--- config.mk ---
export PLATFORM = sky130hd
export DESIGN_NAME = lc3b_instr_encoder
export DESIGN_NICKNAME = d
export VERILOG_FILES = /design/src/rtl/lc3b_instr_encoder_pkg.sv /design/src/rtl/lc3b_instr_encoder_fields.sv /design/src/rtl/lc3b_instr_encoder.sv
export SDC_FILE = /design/constraint.sdc
export NUM_CORES = 1
export LEC_CHECK = 0
export ABC_AREA = 1
export CORE_ASPECT_RATIO = 1.75
export CORE_MARGIN = 3
export CORE_UTILIZATION = 47
export DETAILED_ROUTE_END_ITERATION = 7
export PLACE_DENSITY = 0.76
export RECOVER_POWER = 25
export SKIP_CTS_REPAIR_TIMING = 1
export SLEW_MARGIN = 20
export SYNTH_ARGS = -nofsm -noshare
export SYNTH_HDL_FRONTEND = slang
export SYNTH_SLANG_ARGS = --single-unit
export TNS_END_PERCENT = 50
--- constraint.sdc ---
create_clock -name clk -period 1.9 [get_ports clk]
set_input_delay 0.38 -clock clk [delete_from_list [all_inputs] [get_ports clk]]
set_output_delay 0.38 -clock clk [all_outputs]
set_load 0.05 [all_outputs]
--- src/rtl/lc3b_instr_encoder_pkg.sv ---
// Shared types for the LC-3b instruction encoder: opcodes, request and FIFO entry
// structs, plus the immediate range helpers used by the field packer.
package lc3b_instr_encoder_pkg;

  typedef enum logic [3:0] {
    OP_BR   = 4'b0000,
    OP_ADD  = 4'b0001,
    OP_LDB  = 4'b0010,
    OP_STB  = 4'b0011,
    OP_JSR  = 4'b0100,
    OP_AND  = 4'b0101,
    OP_LDR  = 4'b0110,
    OP_STR  = 4'b0111,
    OP_RTI  = 4'b1000,
    OP_NOT  = 4'b1001,
    OP_LDI  = 4'b1010,
    OP_STI  = 4'b1011,
    OP_JMP  = 4'b1100,
    OP_SHF  = 4'b1101,
    OP_LEA  = 4'b1110,
    OP_TRAP = 4'b1111
  } lc3b_opcode_e;

  typedef struct packed {
    lc3b_opcode_e opcode;
    logic [2:0]   dr;
    logic [2:0]   sr1;
    logic [2:0]   sr2;
    logic         imm_sel;
    logic [1:0]   shf;
    logic [15:0]  imm;
  } lc3b_enc_req_t;

  typedef struct packed {
    logic [15:0] instr;
    logic [15:0] addr;
    logic        err;
  } lc3b_enc_entry_t;

  // Signed fit in n bits: everything from bit n-1 upward must be a copy of the sign.
  function automatic logic fits_signed(input logic [15:0] imm, input int unsigned n);
    logic [15:0] t;
    t = $signed(imm) >>> (n - 1);
    return (t == 16'h0000) || (t == 16'hFFFF);
  endfunction

  function automatic logic fits_unsigned(input logic [15:0] imm, input int unsigned n);
    return (imm >> n) == 16'h0000;
  endfunction

endpackage

--- src/rtl/lc3b_instr_encoder_fields.sv ---
// Combinational packer: turns a decoded-form request into a 16-bit LC-3b word
// and flags immediates that are out of range or not halfword aligned.
module lc3b_encode_fields
  import lc3b_instr_encoder_pkg::*;
(
  input  lc3b_enc_req_t req,
  output logic [15:0]   instr,
  output logic          err
);

  logic [15:0] word;
  logic        bad;

  // Scaled offsets drop imm[0]; alignment is checked alongside the range.
  always_comb begin
    word = {req.opcode, 12'h000};
    bad  = 1'b0;
    case (req.opcode)
      OP_ADD, OP_AND: begin
        if (req.imm_sel) begin
          word[11:0] = {req.dr, req.sr1, 1'b1, req.imm[4:0]};
          bad        = !fits_signed(req.imm, 5);
        end else begin
          word[11:0] = {req.dr, req.sr1, 3'b000, req.sr2};
        end
      end
      OP_BR, OP_LEA: begin
        word[11:0] = {req.dr, req.imm[9:1]};
        bad        = !fits_signed(req.imm, 10) || req.imm[0];
      end
      OP_JSR: begin
        if (req.imm_sel) begin
          word[11:0] = {1'b1, req.imm[11:1]};
          bad        = !fits_signed(req.imm, 12) || req.imm[0];
        end else begin
          word[11:0] = {3'b000, req.sr1, 6'h00};
        end
      end
      OP_LDR, OP_STR, OP_LDI, OP_STI: begin
        word[11:0] = {req.dr, req.sr1, req.imm[6:1]};
        bad        = !fits_signed(req.imm, 7) || req.imm[0];
      end
      OP_LDB, OP_STB: begin
        word[11:0] = {req.dr, req.sr1, req.imm[5:0]};
        bad        = !fits_signed(req.imm, 6);
      end
      OP_TRAP: begin
        word[11:0] = {4'h0, req.imm[8:1]};
        bad        = !fits_unsigned(req.imm, 9) || req.imm[0];
      end
      OP_SHF: begin
        word[11:0] = {req.dr, req.sr1, req.shf, req.imm[3:0]};
        bad        = !fits_unsigned(req.imm, 4);
      end
      OP_NOT:  word[11:0] = {req.dr, req.sr1, 6'h3F};
      OP_JMP:  word[11:0] = {3'b000, req.sr1, 6'h00};
      default: word[11:0] = 12'h000;
    endcase
    instr = bad ? 16'h0000 : word;
    err   = bad;
  end

endmodule

--- src/rtl/lc3b_instr_encoder.sv ---
// LC-3b instruction encoder: valid/ready request in, encoded word tagged with its
// memory address out through a 2-entry FIFO, plus accept/error statistics.
module lc3b_instr_encoder
  import lc3b_instr_encoder_pkg::*;
#(
  parameter logic [15:0] RESET_ADDR = 16'h0000
) (
  input  logic        clk,
  input  logic        rst_n,
  input  logic        in_valid,
  output logic        in_ready,
  input  logic [3:0]  in_opcode,
  input  logic [2:0]  in_dr,
  input  logic [2:0]  in_sr1,
  input  logic [2:0]  in_sr2,
  input  logic        in_imm_sel,
  input  logic [1:0]  in_shf,
  input  logic [15:0] in_imm,
  input  logic        addr_load,
  input  logic [15:0] addr_base,
  output logic        out_valid,
  input  logic        out_ready,
  output logic [15:0] out_instr,
  output logic [15:0] out_addr,
  output logic        out_err,
  output logic [15:0] enc_cnt,
  output logic [7:0]  err_cnt
);

  lc3b_enc_req_t   req;
  lc3b_enc_entry_t head, tail, new_entry;
  logic [15:0]     enc_instr, addr_q, tag;
  logic            enc_err, ready_q, accept, pop;
  logic [1:0]      count, next_count;

  assign req = '{opcode: lc3b_opcode_e'(in_opcode), dr: in_dr, sr1: in_sr1, sr2: in_sr2,
                 imm_sel: in_imm_sel, shf: in_shf, imm: in_imm};

  lc3b_encode_fields u_fields (
    .req   (req),
    .instr (enc_instr),
    .err   (enc_err)
  );

  assign accept    = in_valid && ready_q;
  assign pop       = (count != 2'd0) && out_ready;
  assign tag       = addr_load ? addr_base : addr_q;
  assign new_entry = '{instr: enc_instr, addr: tag, err: enc_err};

  always_comb begin
    next_count = count;
    if (accept && !pop)      next_count = count + 2'd1;
    else if (!accept && pop) next_count = count - 2'd1;
  end

  // head is the output register; tail only holds the second entry when full.
  always_ff @(posedge clk or negedge rst_n) begin
    if (!rst_n) begin
      head    <= '0;
      tail    <= '0;
      count   <= 2'd0;
      ready_q <= 1'b1;
      addr_q  <= RESET_ADDR;
      enc_cnt <= 16'h0000;
      err_cnt <= 8'h00;
    end else begin
      count   <= next_count;
      ready_q <= (next_count != 2'd2);
      case ({accept, pop})
        2'b10: begin
          if (count == 2'd0) head <= new_entry;
          else               tail <= new_entry;
        end
        2'b01: head <= (count == 2'd2) ? tail : '0;
        2'b11: begin
          if (count == 2'd1) begin
            head <= new_entry;
          end else begin
            head <= tail;
            tail <= new_entry;
          end
        end
        default: ;
      endcase
      if (addr_load)   addr_q <= accept ? addr_base + 16'd2 : addr_base;
      else if (accept) addr_q <= addr_q + 16'd2;
      if (accept) enc_cnt <= enc_cnt + 16'd1;
      if (accept && enc_err && (err_cnt != 8'hFF)) err_cnt <= err_cnt + 8'd1;
    end
  end

  assign in_ready  = ready_q;
  assign out_valid = (count != 2'd0);
  assign out_instr = head.instr;
  assign out_addr  = head.addr;
  assign out_err   = head.err;

endmodule

# Yosys cells after proc, flatten, opt, wreduce, memory -nomap -nowiden
# Index checks and enable logic that the tools add are counted.
word_totals:
  reg_bits: 109
  inputBits: 53
  word_cells: 109
op_classes:
  addsub: 6
  eq_ne: 29
  mux: 20
  reduce_logical: 43
ops:
  columns: ["cell", "count"]
  rows:
  - ["$mux 33", 5]
  - ["$logic_not 16->1", 7]
  - ["$pmux 12 s9", 1]
  - ["$pmux 33 s3", 1]
  - ["$eq 16x16->1 const B", 5]
  - ["$mux 16", 5]
  - ["$pmux 33 s2", 1]
  - ["$add 16x2->16 const B", 2]
  - ["$eq 4x4->1 const B", 7]
  - ["$add 16x1->16 const B", 1]
  - ["$eq 4x3->1 const B", 4]
  - ["$mux 12", 1]
  - ["$logic_not 1->1", 9]
  - ["$logic_or 1x1->1", 9]
  - ["$add 8x1->8 const B", 1]
  - ["$eq 4x2->1 const B", 2]
  - ["$ne 2x2->1 const B", 4]
  - ["$ne 8x8->1 const B", 1]
  - ["$pmux 1 s7", 1]
  - ["$eq 2x2->1 const B", 3]
  - ["$logic_and 1x1->1", 6]
  - ["$mux 6", 1]
  - ["$reduce_bool 2->1", 3]
  - ["$reduce_or 2->1", 3]
  - ["other kinds (12)", 15]

# Longest topological paths before layout
# Gate-level depths: netlist (run 1).
logic_depth:
  word_depth: 9
  mapped_depth: 13
  ltp_nobuf: 12

# Hierarchy
# From an unflattened synthesis (run 1), not the netlist that was laid out.
unflattened:
  cells_unflattened: 902
  area_unflattened_um2: 6332.3
modules_own_cells:
  columns: ["mod", "instances", "cells_per_inst", "area_per_inst_um2"]
  rows:
  - ["lc3b_instr_encoder", 1, 742, 5644.2]
  - ["lc3b_encode_fields", 1, 160, 688.2]

# Least setup slack after synthesis (run 1)
# No wires, ideal clock.
synth_path:
  path_type: "reg-to-reg"
  start: "reg ready_q, in the netlist in_ready"
  end: "reg enc_cnt[12]"
  setup_ps: 119
  arrival_ps: 1987
  path_slack_ps: -206
  stages_incl_launch_ff: 12
  cell_sequence: "dfstp_2 nand2_1 inv_2 nand2_1 nor2_1 nand3_1 nor2_1 nand2_1 nor2_1 nand2_1 xor2_1 inv_1"
synth_between:
  elab_chain_cells: 1
synth_lines:
  columns: ["item", "line_no", "text"]
  rows:
  - ["start: declaration", "lc3b_instr_encoder.sv:33", "logic enc_err, ready_q, accept, pop;"]
  - ["start signal: assignment", "lc3b_instr_encoder.sv:68", "ready_q <= (next_count != 2'd2);"]
  - ["$logic_and 1x1->1", "lc3b_instr_encoder.sv:45", "assign accept = in_valid && ready_q;"]
  - ["end signal: assignment", "lc3b_instr_encoder.sv:87", "if (accept) enc_cnt <= enc_cnt + 16'd1;"]
  - ["end: declaration", "lc3b_instr_encoder.sv:26", "output logic [15:0] enc_cnt,"]
# No other way between the ends.
# A chain may end at the register's enable or synchronous reset.

# Final worst setup path (run 1)
layout_path:
  start: "in in_imm[8]"
  end: "reg head, in the netlist out_instr[10]"
layout_between:
  elab_chain_cells: 8
  word_cells_on_any_way: 21
  cone_classes: "eq/ne: 3; mux: 6; reduce/logical: 12"
layout_lines:
  columns: ["item", "line_no", "text"]
  rows:
  - ["start: declaration", "lc3b_instr_encoder.sv:18", "input logic [15:0] in_imm,"]
  - ["$eq 16x16->1 or $logic_not 16->1 (tied branches)", "lc3b_instr_encoder_pkg.sv:44", "return (t == 16'h0000) || (t == 16'hFFFF);"]
  - ["$logic_or 1x1->1", "lc3b_instr_encoder_pkg.sv:44", null]
  - ["$logic_not 1->1 (on tied branches)", "lc3b_instr_encoder_fields.sv:22, lc3b_instr_encoder_fields.sv:41", null]
  - ["$mux 1 or $logic_or 1x1->1 (tied branches)", "lc3b_instr_encoder_fields.sv:20, lc3b_instr_encoder_fields.sv:41", null]
  - ["$pmux 1 s7 (*)", "lc3b_instr_encoder_fields.sv:18", "case (req.opcode)"]
  - ["$mux 16 (*)", "lc3b_instr_encoder_fields.sv:59", "instr = bad ? 16'h0000 : word;"]
  - ["$mux 33 (on tied branches)", "lc3b_instr_encoder.sv:76, lc3b_instr_encoder.sv:71", null]
  - ["$pmux 33 s3 (*)", "lc3b_instr_encoder.sv:69", "case ({accept, pop})"]
  - ["end signal: assignment", "lc3b_instr_encoder.sv:71", "if (count == 2'd0) head <= new_entry;"]
  - ["end signal: assignment", "lc3b_instr_encoder.sv:77", "head <= new_entry;"]
  - ["end signal: assignment", "lc3b_instr_encoder.sv:79", "head <= tail;"]
  - ["end: declaration", "lc3b_instr_encoder.sv:31", "lc3b_enc_entry_t head, tail, new_entry;"]
# Every way passes the cells marked *; elsewhere a longest branch is shown, timed or not. The select of a mux whose other input is x is not followed.

==> results of run 1 <==
[through the flow]
step                      hold WS, ns  cells  setup TNS, ns
after global routing            0.436   1205         -0.176
after global placement          0.198   1173         -21.06
after CTS                      -0.176   1189          -3.72
after floorplan                0.0844    825        -0.0503
final                           0.430   1205              0
after detailed placement        0.197   1173         -24.74
[cell usage after synthesis (2+ instances only)]
| library cell | instances |
|---|---|
| sky130_fd_sc_hd__a21oi_1 | 48 |
| sky130_fd_sc_hd__a22oi_1 | 21 |
| sky130_fd_sc_hd__a31oi_1 | 9 |
| sky130_fd_sc_hd__buf_1 | 2 |
| sky130_fd_sc_hd__buf_2 | 6 |
| sky130_fd_sc_hd__buf_4 | 2 |
| sky130_fd_sc_hd__clkbuf_1 | 18 |
| sky130_fd_sc_hd__dfrtp_1 | 108 |
| sky130_fd_sc_hd__ha_1 | 7 |
| sky130_fd_sc_hd__inv_1 | 52 |
| sky130_fd_sc_hd__inv_2 | 6 |
| sky130_fd_sc_hd__nand2_1 | 254 |
| sky130_fd_sc_hd__nand2_2 | 4 |
| sky130_fd_sc_hd__nand2_4 | 3 |
| sky130_fd_sc_hd__nand3_1 | 62 |
| sky130_fd_sc_hd__nand3_2 | 11 |
| sky130_fd_sc_hd__nand4_1 | 22 |
| sky130_fd_sc_hd__nor2_1 | 78 |
| sky130_fd_sc_hd__nor2_2 | 2 |
| sky130_fd_sc_hd__nor2_4 | 3 |
| sky130_fd_sc_hd__nor3_1 | 6 |
| sky130_fd_sc_hd__o21ai_0 | 45 |
| sky130_fd_sc_hd__o21ai_1 | 5 |
| sky130_fd_sc_hd__o221ai_1 | 2 |
| sky130_fd_sc_hd__or2_2 | 2 |
| sky130_fd_sc_hd__xnor2_1 | 13 |
| sky130_fd_sc_hd__xor2_1 | 20 |
[layout make-up]
class,count,area (sq um)
Clock buffer,9,225
Clock inverter,7,103
Fill cell,1095,4150
Inverter,60,243
Multi-Input combinational cell,629,3340
Sequential cell,109,2730
Tap cell,171,214
Timing Repair Buffer,219,1920
Timing Repair inverter,1,11.3
[kinds of logic (layout without fill, tap and decap cells)]
| family | count (synthesis) | in the layout | synth area share (%) |
|---|---|---|---|
| fa+ha+maj | 7 | 7 | 1.40 |
| simple gates | 453 | 455 | 32.3 |
| flops | 109 | 109 | 43.7 |
| compound gates | 134 | 134 | 12.1 |
| xor+xnor | 33 | 33 | 4.63 |
| buf+inv | 89 | 296 | 5.89 |
[power by group through the flow]
stage | clock, mW | combinational (mW) | sequential (mW)
floorplan | 0 | 2.15 | 5.31
global placement | 0 | 5.55 | 3.88
detailed placement | 0 | 5.64 | 3.90
CTS | 2.04 | 5.68 | 3.87
global route | 2.13 | 6.32 | 4.00
finish | 2.01 | 5.86 | 3.89
[flip-flops by register name, indices dropped and copies added (netlist names)]
| register | flops |
|---|---|
| out_addr | 16 |
| tail | 33 |
| out_instr | 16 |
| in_ready | 1 |
| err_cnt | 8 |
| enc_cnt | 16 |
| addr_q | 16 |
| count | 2 |
| out_err | 1 |
[final timing paths]
kind,from,to,slack (ns)
worst max-delay path,in_imm[8],out_instr[10],0.06
worst min-delay path,rst_n,out_instr[13],0.43
worst max register to register,count[0],out_instr[3],0.12
worst min register to register,tail[4],tail[4],0.48
max in group asynchronous,rst_n,out_instr[3],0.22
min in group clk,tail[4],tail[4],0.48
[per-layer routing]
| layer | vias to the layer above | part of all wire [%] | GRT usage, % |
|---|---|---|---|
| met5 | - | 0 | 0 |
| met4 | 0 | 3.8 | 10.8 |
| met3 | 46 | 4.0 | 3.26 |
| met2 | 186 | 55 | 45.4 |
| met1 | 3009 | 37 | 25.3 |
| li1 | 3131 | - | - |
==> out/metrics.json, run 1 <==
{
  "run_status": {
    "outcome": "complete, no violations"
  },
  "pwr": {
    "power.clock.fraction_pct": 17.1,
    "power.sequential.fraction_pct": 33.1,
    "part_of_the_total_power_dissipated_in_combinational_logic_pct": 49.8,
    "p_leak_nw": 4.54,
    "irDropWorstVdd_v": 0.00124,
    "power_mw": 11.8,
    "switching_share_pct": 46.0,
    "netSwitchingPower_mw": 5.41,
    "power.density_cell_area_nw_per_um2": 1340,
    "internal_power_mw": 6.35
  },
  "sta": {
    "finClkSkew_ns": 0.0112,
    "min_period_over_period_pct": 96.7,
    "worstMarginPinSlew_ns": 0.958,
    "report.final.hold_viol_count": 0,
    "timing.final.setup_violations": 0,
    "finalMaxSlewViolations": 0,
    "final_critical_path_setup_slack_ns": 0.0636,
    "grt_setup_unrepaired": "true",
    "achievable-frequency_mhz": 545,
    "slew_headroom_pct": 36.2,
    "layout_min_cycle_time_ns": 1.84
  },
  "logic_synthesis": {
    "post_synth_edffs": 0,
    "synthesis.area_per_instance_sq_um": 7.57,
    "ys_async_sr_fraction_pct": 100,
    "synth.ff_latch_count": 109,
    "synth.yosys.warnings": 0,
    "synth_flop_cell": "sky130_fd_sc_hd__dfrtp_1",
    "syn-instance-count": 825,
    "post_synth_num_cell_types": 41,
    "synth.yosys.seq_area_share_pct": 43.7,
    "syn-cell-area_sq_um": 6250,
    "synthDominantCellAreaShare_pct": 43.3,
    "postSynthNetCount": 885,
    "leading_post_synthesis_cells_by_cell_area": "sky130_fd_sc_hd__dfrtp_1 43%, sky130_fd_sc_hd__nand2_1 15%, sky130_fd_sc_hd__nand3_1 5.0%",
    "post-synth-top-area-cell": "sky130_fd_sc_hd__dfrtp_1"
  },
  "placement": {
    "dp_hpwl_mm": 13.4,
    "place.port_buffers": 111,
    "placed_cell_area_sq_um": 8150,
    "finalWeightedCongestion": 0.893,
    "pre_cts_slack_ns": -0.501
  },
  "global_route": {
    "grt_first_pass_wirelength_mm": 28.2,
    "grt_start_max_net_pins": 78,
    "vias_in_the_first_global_route": 6142,
    "number_of_antenna_violations_at_the_first_check_in_global_routing": 0,
    "grt_usage_pct": 23.7,
    "globalRouteOverflowTotal": 0
  },
  "floorplanning": {
    "area_enclosed_by_the_die_boundary_sq_um": 14800,
    "floorplan.die.width_um": 93.1,
    "start_util_pct": 48.3,
    "floorplan.rows": 55,
    "die_y_um": 159,
    "design.portCount": 112,
    "core_sq_um": 12900
  },
  "worst_setup_path": {
    "setup.worst_path.end_class": "flop",
    "critical_path_peak_fanout": 8,
    "worstPathRequired_ns": 2.17,
    "cp_slowest_stage_delay_ns": 0.45,
    "worst_r2r_path_depth": 11,
    "critPathLaunchType": "input port",
    "critical-path-top-delay-family": "simple AND/OR/NAND/NOR gates",
    "timing.setup.critical_path_class": "input port to flop",
    "cp_num_cells": 12,
    "crit_slowest_cell": "sky130_fd_sc_hd__clkdlybuf4s50_1",
    "buf_inv_on_cp": 3,
    "cp_cell_sequence": "clkdlybuf4s50_1, nor2_1, nand2_1, nor2_2, buf_4, nand2_1, nand3_1, nand3_2, nand2_8, buf_4, nand4_1, a21oi_1",
    "worst_ep_arrival_time_ns": 2.11
  },
  "clock_tree": {
    "htree_levels": 3,
    "cts.clk_slew.worst_paths_ns": 0.08,
    "worst_skew_pair.late_latency_ns": 0.35,
    "cts_root_buf": "sky130_fd_sc_hd__clkbuf_16",
    "cts_max_path_buffers": 2,
    "cts_made_buffers": 9,
    "clock_sinks": 109,
    "cts_tree": "built"
  },
  "route": {
    "drt_first_iter_violations": 334,
    "drt-wirelength-per-cell_um": 15.0,
    "ant_nets": 0,
    "drt_wl_total_mm": 18.0,
    "drcViolationCount": 0,
    "drt_first_pass_iters": 5,
    "routed-via-count": 6372,
    "vias_per_cell": 5.29
  },
  "layout": {
    "top_library_cells_by_usage_in_the_layout_fill_and_taps_aside": "246 x sky130_fd_sc_hd__nand2_1, 150 x sky130_fd_sc_hd__buf_4, 107 x sky130_fd_sc_hd__dfrtp_1",
    "synthToLayoutAreaGrowth_pct": 40.7,
    "final_nets": 1089,
    "final_area_sq_um": 8790,
    "final_util_pct": 67.9,
    "antenna-diode-count": 0,
    "layout.cells.most_common": "sky130_fd_sc_hd__nand2_1",
    "final_layout_size_suffix_gt1_share_pct": 24.5
  },
  "job": {
    "maxCapViolCount": 0
  },
  "min_path": {
    "hold_path_class": "input port to asynchronous set/reset pin"
  }
}
Power figures use the tool's default switching activity.
==> inputs of run 2 (changes only) <==
--- a/config.mk
+++ b/config.mk
@@ -5,13 +5,13 @@
 export SDC_FILE = /design/constraint.sdc
 export NUM_CORES = 1
 export LEC_CHECK = 0
-export ABC_AREA = 1
 export CORE_ASPECT_RATIO = 1.75
 export CORE_MARGIN = 3
 export CORE_UTILIZATION = 47
 export DETAILED_ROUTE_END_ITERATION = 7
-export PLACE_DENSITY = 0.76
+export PLACE_DENSITY = 0.77
 export RECOVER_POWER = 25
+export REMOVE_ABC_BUFFERS = 1
 export SKIP_CTS_REPAIR_TIMING = 1
 export SLEW_MARGIN = 20
 export SYNTH_ARGS = -nofsm -noshare
==> run 2 against run 1 <==
Flip-flop and latch count unchanged. Worst hold slack better by 0.046 ns. Highest routed layer unchanged. Critical path type unchanged. The flow now finishes with violations (setup timing). Largest power group unchanged. Clock skew down 0.0046 ns. First-iteration DRC count down 39%. Cell count down 23%. Sequential share of layout area up 2.0 points. Area after synthesis down 7.8%. Via count down 17%. Fmax down 10%.
==> out/metrics.json, run 2 <==
{
  "run_status": {
    "outcome": "finished with violations",
    "failed_checks": "setup timing"
  },
  "pwr": {
    "power.density_cell_area_nw_per_um2": 1420,
    "power_mw": 11.7,
    "p_leak_nw": 3.79,
    "irDropWorstVdd_v": 0.00129
  },
  "layout": {
    "synthToLayoutAreaGrowth_pct": 43.3,
    "fillers": 849,
    "top_library_cells_by_usage_in_the_layout_fill_and_taps_aside": "136 x sky130_fd_sc_hd__buf_4, 108 x sky130_fd_sc_hd__dfrtp_1, 66 x sky130_fd_sc_hd__nand2_1",
    "registers.top_by_ff_count": "tail",
    "layout.cells.most_common": "sky130_fd_sc_hd__buf_4",
    "final_util_pct": 70.1,
    "antenna-diode-count": 0,
    "largest_reg_flops": 33,
    "final_layout_size_suffix_gt1_share_pct": 34.8,
    "final_nets": 826
  },
  "route": {
    "drt-wirelength-per-cell_um": 17.6,
    "drt_wl_total_mm": 16.4,
    "drt_first_iter_violations": 205,
    "ant_nets": 0,
    "drcViolationCount": 0,
    "vias_per_cell": 5.66,
    "drt_first_pass_iters": 4,
    "routed-via-count": 5280
  },
  "worst_setup_path": {
    "timing.setup.critical_path_class": "input port to flop",
    "worstPathRequired_ns": 2.16,
    "rr_startpoint": "count[0]",
    "worst_ep_arrival_time_ns": 2.31,
    "timing.reg2reg.setup_slack_ns": 0.06,
    "worst_r2r_path_depth": 8,
    "timing.critical_path.mode_cell": "sky130_fd_sc_hd__buf_6",
    "r2r-end": "out_instr[5]",
    "crit_slowest_cell": "sky130_fd_sc_hd__a211o_4",
    "cp_slowest_stage_delay_ns": 0.38,
    "setup.worst_path.end_class": "flop",
    "cp_cell_sequence": "buf_8, buf_6, nor4_4, a21oi_1, o21ai_1, nand2_1, a311o_2, a211o_4, buf_6, o21ai_2",
    "critPathLaunchType": "input port",
    "critical_path_peak_fanout": 5
  },
  "sta": {
    "finalMaxSlewViolations": 0,
    "report.final.hold_viol_count": 0,
    "timing.final.setup_violations": 31,
    "achievable-frequency_mhz": 488,
    "grt_setup_unrepaired": "true",
    "finClkSkew_ns": 0.00667,
    "layout_min_cycle_time_ns": 2.05,
    "final_critical_path_setup_slack_ns": -0.151,
    "worstMarginPinSlew_ns": 0.788,
    "min_period_over_period_pct": 108,
    "slew_headroom_pct": 47.5
  },
  "logic_synthesis": {
    "synth.ff_latch_count": 109,
    "synthDominantCellAreaShare_pct": 46.9,
    "synth.yosys.seq_area_share_pct": 47.4,
    "yosys.cell_count.top_type": "sky130_fd_sc_hd__dfrtp_1",
    "synthAdderAreaFrac_pct": 1.52,
    "post-synth-top-area-cell": "sky130_fd_sc_hd__dfrtp_1",
    "synth.cells.most_frequent": "108 x sky130_fd_sc_hd__dfrtp_1, 66 x sky130_fd_sc_hd__nand2_1, 63 x sky130_fd_sc_hd__nor2_1, 33 x sky130_fd_sc_hd__xnor2_1, 30 x sky130_fd_sc_hd__mux2_2",
    "share_of_the_synthesized_netlist_area_taken_by_xor_and_xnor_gates_pct": 7.61,
    "synth.yosys.warnings": 0,
    "syn-instance-count": 575,
    "synthesis.area_per_instance_sq_um": 10.0,
    "ys_async_sr_fraction_pct": 100,
    "post_synth_num_cell_types": 55,
    "synth_top_family_by_area": "simple AND/OR/NAND/NOR gates",
    "post_synth_edffs": 0,
    "leading_post_synthesis_cells_by_cell_area": "sky130_fd_sc_hd__dfrtp_1 47%, sky130_fd_sc_hd__mux2_2 5.9%, sky130_fd_sc_hd__xnor2_1 5.0%",
    "yosys-mux-area-fraction_pct": 6.69,
    "synth_flop_cell": "sky130_fd_sc_hd__dfrtp_1",
    "post_synthesis_compound_gate_area_fraction_pct": 15.5,
    "yosys.area_share.simple_pct": 17.6,
    "syn-cell-area_sq_um": 5760
  },
  "floorplanning": {
    "floorplan.rows": 52,
    "die_y_um": 152,
    "core_sq_um": 11800,
    "floorplan.die.width_um": 89.7,
    "start_util_pct": 48.9,
    "area_enclosed_by_the_die_boundary_sq_um": 13700,
    "design.portCount": 112
  },
  "global_route": {
    "grt_util_met2_pct": 44.6,
    "use_met1_pct": 23.7,
    "number_of_antenna_violations_at_the_first_check_in_global_routing": 0,
    "grt_first_pass_wirelength_mm": 25.5,
    "grt_usage_pct": 23.5,
    "vias_in_the_first_global_route": 5532,
    "busiest_layer_in_global_routing": "met2",
    "globalRouteOverflowTotal": 0,
    "grtUsageMet3_pct": 4.00,
    "grt_start_max_net_pins": 57
  },
  "clock_tree": {
    "worst_skew_pair.late_latency_ns": 0.33,
    "cts_root_buf": "sky130_fd_sc_hd__clkbuf_16",
    "cts.clk_slew.worst_paths_ns": 0.07,
    "cts_made_buffers": 9,
    "clock_sinks": 109,
    "htree_levels": 3,
    "cts_max_path_buffers": 2,
    "cts_tree": "built"
  },
  "placement": {
    "dp_hpwl_mm": 12.3,
    "place.port_buffers": 111,
    "finalWeightedCongestion": 1.09,
    "pre_cts_slack_ns": -0.828
  },
  "min_path": {
    "hp-start": "in_opcode[0]",
    "hold_path_class": "input port to flop",
    "min_path_cells": 3,
    "timing.hold.worst_endpoint": "out_instr[12]"
  },
  "job": {
    "maxCapViolCount": 0
  }
}
-- run 2: cell count changes after synthesis, moves of 15 or more --
cell,before,now
sky130_fd_sc_hd__inv_1,52,8
sky130_fd_sc_hd__nand2_1,254,66
sky130_fd_sc_hd__nor2_1,78,63
sky130_fd_sc_hd__a221oi_1,0,21
sky130_fd_sc_hd__xnor2_1,13,33
sky130_fd_sc_hd__nand3_1,62,22
sky130_fd_sc_hd__o21ai_0,45,20
sky130_fd_sc_hd__a21oi_1,48,18
sky130_fd_sc_hd__o31ai_1,1,16
sky130_fd_sc_hd__mux2_2,0,30
-- run 2: power breakdown --
group / total (mW) / internal, mW / leakage (nW) / switching, mW
combinational: 5.97 / 2.28 / 2.28 / 3.69
clock: 1.88 / 1.04 / 0.147 / 0.846
sequential: 3.85 / 3.19 / 1.36 / 0.662
-- run 2: how the worst max path moves through the flow --
stage            startpoint             to  depth (start not counted)
3_3_place_gp   in_opcode[2]     err_cnt[1]                          9
4_1_cts          in_imm[14]   out_instr[5]                          9
6_report         in_imm[15]   out_instr[5]                         10
5_1_grt          in_imm[15]   out_instr[5]                         10
3_5_place_dp     in_imm[14]   out_instr[9]                          9
2_1_floorplan      in_ready  out_instr[10]                          4
-- run 2: cell type report --
cell class | count | area (sq um) | area share (%)
Sequential cell | 109 | 2730 | 33.1
Clock inverter | 6 | 70.1 | 0.849
Tap cell | 162 | 203 | 2.46
Inverter | 8 | 30.0 | 0.364
Multi-Input combinational cell | 424 | 3070 | 37.2
Clock buffer | 10 | 229 | 2.77
Timing Repair Buffer | 214 | 1920 | 23.3
-- run 2: layer usage --
| metal | share of wire, % | vias up |
|---|---|---|
| met3 | 3.3 | 46 |
| met1 | 35 | 2626 |
| met4 | 3.6 | 0 |
| met2 | 58 | 160 |
| met5 | 0 | - |
| li1 | - | 2448 |
-- run 2: stage by stage --
stage               instances  hold WS, ns  instance area [sq um]  TNS [ns]
finish                    933        0.477                   8250     -2.17
global route              933        0.481                   8250     -5.11
CTS                       926      -0.0314                   7890    -15.14
detailed placement        910        0.337                   7590    -42.99
global placement          910        0.336                   7590    -36.54
floorplan                 541       0.0844                   5580    -29.88
-- run 2: cell families (layout without fill, tap and decap cells) --
group                    count (synthesis)  after routing
flip-flops                             109            109
adder cells (fa/ha/maj)                  7              7
XOR/XNOR                                50             50
buffers and inverters                   42            238
multiplexers                            33             33
AO/OA/AOI/OAI                          124            124
AND/OR/NAND/NOR                        210            210
-- run 2: critical path, delay by kind of cell --
kind                   cells  cell delay, ns
AND/OR/NAND/NOR            2            0.39
buffers and inverters      3            0.35
AO/OA/AOI/OAI              5            1.19
==> RTL edit 1, RTL diff (flow settings as in run 2) <==
Register the output `err_cnt` once more, with the module's reset; this adds one clock of latency there. The other outputs are not delayed to match.
--- a/src/rtl/lc3b_instr_encoder.sv
+++ b/src/rtl/lc3b_instr_encoder.sv
@@ -26,6 +26,8 @@
   output logic [15:0] enc_cnt,
   output logic [7:0]  err_cnt
 );
+
+  logic [7:0] err_cnt_s0;
 
   lc3b_enc_req_t   req;
   lc3b_enc_entry_t head, tail, new_entry;
@@ -62,7 +64,7 @@
       ready_q <= 1'b1;
       addr_q  <= RESET_ADDR;
       enc_cnt <= 16'h0000;
-      err_cnt <= 8'h00;
+      err_cnt_s0 <= 8'h00;
     end else begin
       count   <= next_count;
       ready_q <= (next_count != 2'd2);
@@ -85,7 +87,7 @@
       if (addr_load)   addr_q <= accept ? addr_base + 16'd2 : addr_base;
       else if (accept) addr_q <= addr_q + 16'd2;
       if (accept) enc_cnt <= enc_cnt + 16'd1;
-      if (accept && enc_err && (err_cnt != 8'hFF)) err_cnt <= err_cnt + 8'd1;
+      if (accept && enc_err && (err_cnt_s0 != 8'hFF)) err_cnt_s0 <= err_cnt_s0 + 8'd1;
     end
   end
 
@@ -95,5 +97,13 @@
   assign out_addr  = head.addr;
   assign out_err   = head.err;
 
+  always_ff @(posedge clk or negedge rst_n) begin
+    if (!rst_n) begin
+      err_cnt <= '0;
+    end else begin
+      err_cnt <= err_cnt_s0;
+    end
+  end
+
 endmodule
 
Function: changed (Yosys sat finds a counterexample within 4 cycles, from zero or initial values and one cycle with rst_n low).
==> RTL edit 1 against run 2 <==
- the flow still finishes with violations (setup timing)
- core utilization up 7.0 points
- power up 23%
- synthesized cell count up 2.8%
- final cell count up 6.3%
- worst setup slack worse by 0.0061 ns
- count of clock-buffer cells in the layout up 8
- area after synthesis up 3.1%
- worst hold slack worse by 0.035 ns
- global-route usage up 1.1 points
- design area up 14%
- wire length up 19%
- maximum frequency down 0.30%
- sequential cell count up 8
- clock power up 84%
==> RTL edit 1: results (changes against run 2) <==
metric,value,unit,change
DR pass1 iterations,5,,+1
cts bufs inserted,17,,+8
max FFs per register,33,,unchanged
Min-Delay Path Class,reg2reg,,
pre-CTS setup slack,-0.961,ns,-0.133 ns
first-pass GRT wire length,27900,microns,+9.4%
final setup vio count,37,,+19%
internal power,8280,uW,+27%
WL/cell,19.7,microns,+12%
routability cong.,0.917,,-16%
post-synthesis compound-gate area fraction,15.7,%,+0.21 points
H-tree depth,4,,+1
worst skew pair latency,0.41,ns,+0.08 ns
synthesized area per cell,10.0,sq um,+0.29%
worst slew pin tran,0.893,ns,+0.105 ns
HPWL after DPL,12800,microns,+4.2%
Synth top cells by count,"dfrtp_1, nand2_1, nor2_1",,
post-synthesis mux area share,6.60,%,-0.095 points
met3 routed WL,811,microns,+50%
"Seq/Total Area, Yosys",49.3,%,+2.0 points
Root Buffer,clkbuf_16,,
Worst EP arrival,2.36,ns,+0.05 ns
via count,5738,,+8.7%
largest net degree at the start of global routing,43,,-25%
share of cells above drive strength 1,38.5,%,+3.7 points
iteration-0 DRC count of the detailed router,257,,+25%
number of distinct library cells after synthesis,52,,-5.5%
Post-Synth Adder-Cell Area,1.64,%,+0.12 points
Worst R2R Setup Slack,-0.03,ns,-0.09 ns
Ys Warns,0,,unchanged
status,"finished, violations left",,
M1 wire length,7000,microns,+21%
Biggest register,tail,,
# diodes,0,,unchanged
dpl cells,943,,+3.6%
skew final,0.00871,ns,+0.00203 ns
leak pwr,0.00427,uW,+13%
Routed met2 length,10900,microns,+15%
XOR/XNOR Fraction of Synth Area,7.67,%,+0.067 points
Final WS setup,-0.157,ns,-0.00613 ns
failing checks,setup timing,,
gr usage total,24.6,%,+1.1 points
VDD IR max,843,uV,-35%
Via density,5.78,,+2.2%
-- RTL edit 1: path summary, 6_finish.rpt --
check | cells after the start | end | startpoint
min | 0 | err_cnt[1] | err_cnt_s0[1]
max | 10 | tail[29] | in_imm[15]
max reg2reg | 8 | out_instr[1] | count[0]
max in group asynchronous | 3 | in_ready | rst_n
min in group asynchronous | 2 | err_cnt[0] | rst_n
min reg2reg | 0 | err_cnt[1] | err_cnt_s0[1]
-- RTL edit 1: per-layer routing --
metal	GRT usage (%)	up-vias
met5	0	-
met1	25.3	2851
met3	5.21	71
met2	46.4	222
met4	12.1	0
li1	-	2594
-- RTL edit 1: cell type report --
type,count,area (sq um)
Clock buffer,18,439
Clock inverter,14,200
Fill cell,792,2800
Inverter,11,45.0
Multi-Input combinational cell,437,3500
Sequential cell,117,2930
Tap cell,165,206
Timing Repair Buffer,230,2080
-- RTL edit 1: power by group through the flow --
stage,Clock [uW],Combinational [uW],Sequential [uW]
finish,3460,6700,4190
global route,3630,7090,4290
CTS,3470,5770,4130
detailed placement,0,5730,4160
global placement,0,5560,4110
floorplan,0,1870,5590
-- RTL edit 1: cell families after synthesis --
logic type / after synthesis
simple gates: 205
mux: 34
compound gates: 134
flops: 117
buf+inv: 41
fa+ha+maj: 8
xor+xnor: 52
-- RTL edit 1: critical path: stages --
cell and delay [ns]:
buf_6 0.09, or4_4 0.54, nor2_4 0.15, buf_6 0.12
a311oi_4 0.10, nor4_4 0.27, buf_6 0.19, buf_12 0.16
nand2_8 0.12, o31ai_2 0.23
-- RTL edit 1: stage by stage --
stage,area [sq um],TNS (ns),utilization [%],total power [uW],hold WS (ns)
after CTS,8530,-23.66,69.9,13400,-0.0687
final,9400,-3.35,77.1,14400,0.441
after global placement,7890,-50.97,64.7,9670,0.360
after floorplan,5800,-37.71,-,7460,0.0844
after detailed placement,7890,-57.40,64.7,9880,0.369
after global routing,9400,-8.29,77.1,15000,0.471
==> RTL edit 2, RTL diff (config.mk and constraints of run 2) <==
Without the edit above. Reset style: synchronous (`rst_n`), changed in one clocked block.
--- a/src/rtl/lc3b_instr_encoder.sv
+++ b/src/rtl/lc3b_instr_encoder.sv
@@ -54,7 +54,7 @@
   end
 
   // head is the output register; tail only holds the second entry when full.
-  always_ff @(posedge clk or negedge rst_n) begin
+  always_ff @(posedge clk) begin
     if (!rst_n) begin
       head    <= '0;
       tail    <= '0;
Behaviour: differs if rst_n is asserted again (counterexample within 4 cycles, from zero or initial values and one cycle with rst_n low); with rst_n held inactive, the same outputs for 4 cycles.
==> RTL edit 2 against run 2 <==
- the run still ends with setup timing left
- design area shrank 2.1%
- register-to-register slack lost 0.13 ns
- worst setup slack lost 0.12 ns
- clock skew is essentially flat
- area after synthesis shrank 3.9%
- global-route usage grew 2.7 points
- sequential cell count is the same
- wire length grew 7.9%
- power shrank 16%
- critical endpoint is now err_cnt[7]
- largest power group unchanged
- highest routed layer unchanged
==> RTL edit 2: results (changes against run 2) <==
metric,value,unit,change
status,"finished, violations left",,
failing checks,setup timing,,
leak pwr,0.00342,uW,-9.6%
Worst EP arrival,2.41,ns,+0.10 ns
grt met1 use,27.0,%,+3.3 points
worst skew pair latency,0.35,ns,+0.02 ns
ys async rst share,0,%,-100 points
Most used DFF post-synth,dfxtp_1,,
worst reg2reg startpoint,count[0],,
crit-path max FO,6,,+1
worst slew pin tran,0.854,ns,+0.0661 ns
fin cells,1027,,+10%
"Seq/Total Area, Yosys",39.4,%,-8.0 points
M3 GR Usage,3.69,%,-0.31 points
HPWL after DPL,13100,microns,+6.7%
Final WS setup,-0.276,ns,-0.125 ns
gr usage total,26.3,%,+2.7 points
iteration-0 DRC count of the detailed router,265,,+29%
number of fill cells,875,,+3.1%
Min-Delay Path Class,reg2reg,,
ranking of synthesized cells by area,"dfxtp_1, nor2_1, nand2_1, a21oi_1, a221oi_1",,
number of distinct library cells after synthesis,54,,-1.8%
Worst R2R Setup Slack,-0.07,ns,-0.13 ns
final wirelength,17700,microns,+7.9%
largest net degree at the start of global routing,34,,-40%
final setup vio count,57,,+84%
crit path to,err_cnt[7],,
synthesized area per cell,8.04,sq um,-20%
routability cong.,0.929,,-15%
Net Sw Frac,43.9,%,-0.53 points
first-pass GRT wire length,27700,microns,+8.5%
Layout Nets,951,,+15%
## RTL edit 2: cell count changes after synthesis, sizes merged, moves of 16 or more
| cell | before | now |
|---|---|---|
| nor3 | 6 | 25 |
| nand2 | 67 | 88 |
| nor2 | 63 | 106 |
| clkbuf | 18 | 37 |
| dfrtp | 108 | 0 |
| xnor2 | 33 | 16 |
| dfxtp | 0 | 109 |
| a21oi | 18 | 45 |
| mux2 | 31 | 15 |
## RTL edit 2: cells by family (layout without fill, tap and decap cells)
family / count (synthesis) / in the layout / synth area share (%)
and+or+nand+nor: 293 / 293 / 24.3
buffers and inverters: 56 / 263 / 4.03
AOI/OAI and AO/OA: 166 / 166 / 20.6
adders and majority gates: 7 / 7 / 1.58
muxes: 20 / 20 / 4.18
xor gates and xnor gates: 37 / 37 / 5.86
DFF: 109 / 109 / 39.4
## RTL edit 2: power by group through the flow
stage / Sequential [uW] / Clock [uW] / Combinational [uW]
final: 3080 / 1910 / 4820
after global placement: 3100 / 0 / 4650
after CTS: 3070 / 1930 / 4740
after floorplan: 4180 / 0 / 1630
after detailed placement: 3110 / 0 / 4730
after global routing: 3120 / 2030 / 5160
## RTL edit 2: metrics by stage
| step | cell area, sq um | hold slack (ns) | TNS, ns | utilization (%) | total power, uW |
|---|---|---|---|---|---|
| CTS | 7730 | 0.459 | -22.86 | 68.4 | 9740 |
| detailed placement | 7430 | 0.449 | -50.49 | 65.8 | 7840 |
| finish | 8080 | 0.458 | -6.61 | 71.5 | 9810 |
| floorplan | 5340 | 0.432 | -75.85 | - | 5810 |
| global route | 8080 | 0.476 | -10.15 | 71.5 | 10300 |
| global placement | 7430 | 0.440 | -43.52 | 65.8 | 7750 |
## RTL edit 2: layout make-up
class,count,share of cell area [%]
Sequential cell,109,27.0
Timing Repair Buffer,240,24.8
Tap cell,132,2.04
Clock buffer,9,2.79
Clock inverter,6,0.868
Multi-Input combinational cell,523,42.0
Inverter,8,0.372
## RTL edit 2: worst min path at each step
| stage | startpoint | endpoint | slack (ns) |
|---|---|---|---|
| detailed placement | tail[4] | tail[4] | 0.45 |
| finish | tail[4] | tail[4] | 0.46 |
| CTS | tail[4] | tail[4] | 0.46 |
| floorplan | tail[29] | tail[29] | 0.43 |
| global route | tail[3] | tail[3] | 0.48 |
| global placement | tail[30] | tail[30] | 0.44 |
## RTL edit 2: critical path: stages
cell and delay [ns]:
buf_8 0.10, buf_6 0.11, and4_1 0.18, and4_1 0.21, or3b_4 0.41, a31oi_4 0.23, nor3_4 0.08, buf_6 0.14
buf_6 0.13, o41ai_4 0.35, a21oi_2 0.09
## RTL edit 2: routing by layer
| metal | vias up | wire [microns] |
|---|---|---|
| met1 | 2913 | 6450 |
| met3 | 42 | 642 |
| met2 | 189 | 10000 |
| met5 | - | 0 |
| met4 | 0 | 614 |
| li1 | 2891 | - |
